[src/rtl/ariane_pkg.sv]
// Shared types for the scoreboard commit path: functional units, ops, exception
// and scoreboard entry structs, plus the commit FSM state enum.
package ariane_pkg;

  localparam int NR_COMMIT_PORTS = 2;

  typedef enum logic [2:0] {
    NONE,
    LOAD,
    STORE,
    ALU,
    CTRL_FLOW,
    MULT,
    CSR
  } fu_t;

  typedef enum logic [3:0] {
    ADD,
    SUB,
    LD,
    SD,
    MUL,
    CSR_RW,
    BEQ,
    AMO_LRD,
    AMO_SCD,
    AMO_SWAPD,
    AMO_ADDD
  } fu_op;

  typedef struct packed {
    logic [63:0] cause;
    logic [63:0] tval;
    logic        valid;
  } exception_t;

  typedef struct packed {
    fu_t         fu;
    fu_op        op;
    logic [4:0]  rd;
    logic [63:0] result;
    exception_t  ex;
    logic        valid;
  } scoreboard_entry_t;

  typedef enum logic [1:0] {
    IDLE,
    AMO_REQ,
    AMO_WAIT
  } commit_state_t;

  function automatic logic is_amo(fu_op op);
    return (op == AMO_LRD) || (op == AMO_SCD) || (op == AMO_SWAPD) || (op == AMO_ADDD);
  endfunction

endpackage

[src/rtl/commit_retire.sv]
// Retires up to two in-order scoreboard heads per cycle and sequences atomics.
// Optional retire counter enabled by defining COMMIT_INSTRET_EN.
//
// state    | meaning
// IDLE     | normal retirement on both ports
// AMO_REQ  | one-cycle AMO start pulse to the LSU
// AMO_WAIT | waiting for AMO completion, port 0 head held
module commit_retire
  import ariane_pkg::*;
(
  input  logic                                  clk_i,
  input  logic                                  rst_ni,
  input  logic                                  halt_i,
  input  logic                                  flush_i,
  input  scoreboard_entry_t                     commit_instr_i [NR_COMMIT_PORTS],
  output logic [NR_COMMIT_PORTS-1:0]            commit_ack_o,
  output logic [NR_COMMIT_PORTS-1:0][4:0]       waddr_o,
  output logic [NR_COMMIT_PORTS-1:0][63:0]      wdata_o,
  output logic [NR_COMMIT_PORTS-1:0]            we_o,
  output logic                                  commit_lsu_o,
  input  logic                                  commit_lsu_ready_i,
  output logic                                  amo_commit_o,
  input  logic                                  amo_valid_commit_i,
  input  logic [63:0]                           amo_result_i,
  output exception_t                            exception_o,
  output logic [63:0]                           instret_o
);

  commit_state_t state_q, state_d;
  exception_t    exception_q, exception_d;
  logic          p0_simple;
  logic          unused_op1;

  assign unused_op1 = ^commit_instr_i[1].op;

  function automatic logic is_simple_fu(fu_t fu);
    return (fu == ALU) || (fu == CTRL_FLOW) || (fu == MULT);
  endfunction

  always_comb begin
    state_d      = state_q;
    exception_d  = '0;
    commit_ack_o = '0;
    we_o         = '0;
    commit_lsu_o = 1'b0;
    p0_simple    = 1'b0;
    waddr_o[0]   = commit_instr_i[0].rd;
    waddr_o[1]   = commit_instr_i[1].rd;
    wdata_o[0]   = commit_instr_i[0].result;
    wdata_o[1]   = commit_instr_i[1].result;

    case (state_q)
      IDLE: begin
        if (commit_instr_i[0].valid && !halt_i && !flush_i) begin
          if (commit_instr_i[0].ex.valid) begin
            commit_ack_o[0] = 1'b1;
            exception_d     = commit_instr_i[0].ex;
          end else if (is_amo(commit_instr_i[0].op)) begin
            state_d = AMO_REQ;
          end else begin
            case (commit_instr_i[0].fu)
              ALU, CTRL_FLOW, MULT: begin
                commit_ack_o[0] = 1'b1;
                we_o[0]         = (commit_instr_i[0].rd != 5'd0);
                p0_simple       = 1'b1;
              end
              CSR, LOAD: begin
                commit_ack_o[0] = 1'b1;
                we_o[0]         = (commit_instr_i[0].rd != 5'd0);
              end
              STORE: begin
                commit_lsu_o    = 1'b1;
                commit_ack_o[0] = commit_lsu_ready_i;
              end
              default: ;
            endcase
          end
        end
      end
      AMO_REQ: state_d = AMO_WAIT;
      // Flush is deliberately ignored here: the memory side effect is in flight.
      AMO_WAIT: begin
        if (amo_valid_commit_i) begin
          commit_ack_o[0] = 1'b1;
          we_o[0]         = (commit_instr_i[0].rd != 5'd0);
          wdata_o[0]      = amo_result_i;
          state_d         = IDLE;
        end
      end
      default: state_d = IDLE;
    endcase

    if (p0_simple && commit_instr_i[1].valid && !commit_instr_i[1].ex.valid &&
        is_simple_fu(commit_instr_i[1].fu)) begin
      commit_ack_o[1] = 1'b1;
      we_o[1]         = (commit_instr_i[1].rd != 5'd0);
    end
  end

  assign amo_commit_o = (state_q == AMO_REQ);
  assign exception_o  = exception_q;

  always_ff @(posedge clk_i or negedge rst_ni) begin
    if (!rst_ni) begin
      state_q     <= IDLE;
      exception_q <= '0;
    end else begin
      state_q     <= state_d;
      exception_q <= exception_d;
    end
  end

`ifdef COMMIT_INSTRET_EN
  logic [63:0] instret_q;

  always_ff @(posedge clk_i or negedge rst_ni) begin
    if (!rst_ni) begin
      instret_q <= '0;
    end else begin
      instret_q <= instret_q + 64'(commit_ack_o[0]) + 64'(commit_ack_o[1]);
    end
  end

  assign instret_o = instret_q;
`else
  assign instret_o = '0;
`endif

endmodule

[config.mk]
export PLATFORM = sky130hd
export DESIGN_NAME = commit_retire
export DESIGN_NICKNAME = d
export VERILOG_FILES = /design/src/rtl/ariane_pkg.sv /design/src/rtl/commit_retire.sv
export SDC_FILE = /design/constraint.sdc
export NUM_CORES = 1
export LEC_CHECK = 0
export ABC_AREA = 1
export BUFFER_PORTS_ARGS = -buffer_cell sky130_fd_sc_hd__clkbuf_2
export CORE_AREA = 8 8 309 311
export CTS_BUF_LIST = sky130_fd_sc_hd__clkbuf_4 sky130_fd_sc_hd__clkbuf_8
export CTS_CLUSTER_SIZE = 8
export DETAILED_ROUTE_END_ITERATION = 8
export DIE_AREA = 0 0 317 319
export GPL_TIMING_DRIVEN = 0
export SLEW_MARGIN = 25
export SYNTH_ARGS = -nofsm -noshare
export SYNTH_HDL_FRONTEND = slang
export SYNTH_SLANG_ARGS = --single-unit
[constraint.sdc]
create_clock -name clk_i -period 3.31 [get_ports clk_i]
set_input_delay 0.1655 -clock clk_i [delete_from_list [all_inputs] [get_ports clk_i]]
set_output_delay 0.1655 -clock clk_i [all_outputs]
set_load 0.02 [all_outputs]
==> results.cfg <==
[final_layout]
layout.filler_cells = 10300
synthToLayoutAreaGrowth_pct = 85.2
drive_above_1_share_pct = 54.0
multi_input_comb_area_um2 = 2410
final-seq-area_um2 = 3280
layout.cell_area.non_filler_um2 = 13600
finish.net_count = 2064

[cts]
clk_pin_slew_worst_paths_ns = 0.11
post-cts-setup-buffer-count = 0
number_of_buffers_on_the_longest_clock_path = 2
cts-root-buf = sky130_fd_sc_hd__clkbuf_8
number_of_buffers_created_by_cts = 17
clock_tree.htree_level_count = 4
tritoncts_clock_tree = done
worst_skew_pair.late_latency_ns = 0.55
clkSinkCount = 131

[die]
top_level_ports = 819
start_util_pct = 8.10
number_of_standard_cell_rows_in_the_floorplan = 111
chipWidth_um = 317
fp.dieArea_um2 = 101000
floorplan.die.height_um = 319
core_area_um2 = 90700

[synth]
netlist_area_um2 = 7350
fraction_of_the_yosys_area_taken_by_sequential_cells_pct = 44.6
synth.most_common_cell = sky130_fd_sc_hd__nand2_1
syn-instance-count = 811
post_synth_most_frequent_cells = sky130_fd_sc_hd__nand2_1 (209), sky130_fd_sc_hd__inv_1 (144), sky130_fd_sc_hd__buf_4 (143)
synth_area_per_cell_um2 = 9.06
synth_enable_flop_cells = 0
synth_largest_area_cell = sky130_fd_sc_hd__dfrtp_1
synthArstFlopShare_pct = 100
yosysWarningCount = 0
dominant_cells_by_area_after_synthesis = sky130_fd_sc_hd__dfrtp_1 (45%), sky130_fd_sc_hd__nor2_4 (15%), sky130_fd_sc_hd__buf_4 (15%), sky130_fd_sc_hd__nand2_1 (11%), sky130_fd_sc_hd__inv_1 (7.4%)
synth_top_area_share_pct = 44.6
dominantRegCellSynth = sky130_fd_sc_hd__dfrtp_1
library_cells_used_by_synthesis = 20
ys_ff_latch = 131

[sta]
postLayoutSetupSlackWorst_ns = 0.459
final.min_clock_period_ns = 2.85
achievable-frequency_ghz = 0.351
finalSetupViolations = 0
period_share_pct = 86.1
grt_setup_unrepaired = false
timing.slew.headroom_pct = 58.4
finalHoldViolCount = 0
slew_at_the_pin_with_the_worst_max_slew_slack_ns = 0.624
final.setup_skew_ns = 0.0501
timing.final.max_slew_violations = 0
setup_tns_ns = 0

[place]
detailedPlace.worstSlack_ns = 0.985
placement.io_buffers = 558
globalplace.congestion = 0.874
dpl_cell_area_um2 = 11900
hpwlAfterDp_um = 52400

[status]
status = finished, final reports clean

[grt]
grt_pass1_wl_um = 74300
globalRouteOverflowTotal = 0
largest_net_degree_at_the_start_of_global_routing = 75
grt_use_total_pct = 11.2
grt_antenna_before_repair = 27
grt_pass1_vias = 8344

[worst_setup_path]
crit_path_frequent_cell = sky130_fd_sc_hd__nand2_1
worst_r2r_startpoint = state_q[1]
critPathKind = flop to primary output
crit_arrival_ns = 2.69
timing.critical_path.cells = inv_2, nand2_1, nor2_1, buf_2, buf_4, nand2_1, nand2_1, clkbuf_2
crit_path_max_fanout = 10
worst_setup_path_end_kind = primary output
worst_path_largest_cell_delay_ns = 0.42
slowest_stage = sky130_fd_sc_hd__buf_2
crit_path_start = state_q[0]
kind_of_launch_point_of_the_worst_setup_path = flop
critPathRequiredTime_ns = 3.14

[pwr]
powerDensity_nw_per_um2 = 322
total_power_mw = 4.38
max_rail_drop_vdd_uv = 232
p_leak_nw = 7.75

[drt]
wl_met1_um = 19600
wl_met3_um = 8090
detail-route-antenna-nets = 0
avgRoutedWirePerCell_um = 21.1
drt-total-wl_um = 58900
routed.top_layer = met5
routed_via_density = 2.72
detailedRoute.firstPassIterationCount = 4
initialDrtViolationCount = 379
vias = 7588
detailroute.wirelength.met2_um = 28900
number_of_design_rule_violations_left_after_detail_routing = 0

[flow_run]
drv_cap = 0

[min_path]
class_of_the_worst_hold_path = primary input to flop
holdCritStartpoint = commit_instr_i[408]
[path summary, 6_finish.rpt]
path                                    to  cells past startpoint  slack (ns)
min in group asynchronous  exception_o[88]                      2        0.23
max in group asynchronous  exception_o[15]                      3        2.29
setup / recovery                wdata_o[0]                      8        0.46
hold / removal                  state_q[0]                      5        0.10
setup reg to reg            exception_o[3]                      5        1.40
hold reg to reg                 state_q[1]                      3        0.69
[report_power, final]
group | internal (mW) | switching [mW]
registers | 1.63 | 0.00899
logic | 0.479 | 0.751
clock network | 0.626 | 0.889
[timing repair]
action                                 CTS  global route
resized for setup                        0             0
hold buffers                           130             0
endpoints found under the hold margin  188             0
[sequential cells by signal (all words and copies together) (netlist names)]
signal,flops
exception_o,129
state_q,2
[metal layers]
metal,GRT usage (%),vias to the layer above
met4,4.54,28
met3,6.64,83
met2,19.9,492
met1,10.3,3334
li1,-,3651
met5,0,-
[layout make-up]
class	instances	area share, %
inverters	145	4.00
flip-flops and latches	131	24.1
clock buffers	18	1.77
plain buffers	166	9.94
well taps	1186	10.9
repair buffers	689	30.3
diodes	10	0.184
multi-input cells	432	17.7
clock inverters	14	1.08
[layout by cell type (no fill, tap or decap), drive strengths merged]
| cell type | Yosys | final |
|---|---|---|
| clkbuf | 1 | 577 |
| inv | 145 | 152 |
| nand2 | 210 | 210 |
| or2 | 1 | 1 |
| clkinvlp | 0 | 4 |
| nand3 | 5 | 5 |
| bufinv | 0 | 1 |
| nor2 | 142 | 142 |
| and3 | 1 | 1 |
| buf | 165 | 166 |
| dfrtp | 131 | 131 |
| clkinv | 0 | 2 |
| o21ai | 3 | 3 |
| dlygate4sd3 | 0 | 130 |
| nand4 | 2 | 2 |
| nor3 | 3 | 3 |
| diode | 0 | 10 |
| nor3b | 1 | 1 |
| conb | 1 | 64 |
[kinds of logic (layout without fill, tap and decap cells)]
| kind of cell | Yosys count | in the layout | share of synthesized area, % |
|---|---|---|---|
| simple gates | 365 | 365 | 29.3 |
| buf+inv | 311 | 1032 | 25.8 |
| flops | 131 | 131 | 44.6 |
| compound gates | 3 | 3 | 0.204 |
| other cells | 1 | 74 | 0.0510 |
[critical path, delay by kind of cell, from the launching register on]
family        cells  cell delay (ns)
buf+inv           4             1.09
flops             1             0.41
simple gates      4             0.62
[through the flow]
stage,utilization [%],hold slack [ns],cells
6_report,15.0,0.102,2791
5_1_grt,15.0,0.0923,2782
4_1_cts,15.0,0.0532,2781
3_5_place_dp,13.1,0.180,2619
3_3_place_gp,13.1,0.361,2618
2_1_floorplan,-,-0.130,874
No activity file was read; power rests on OpenSTA's default activity.
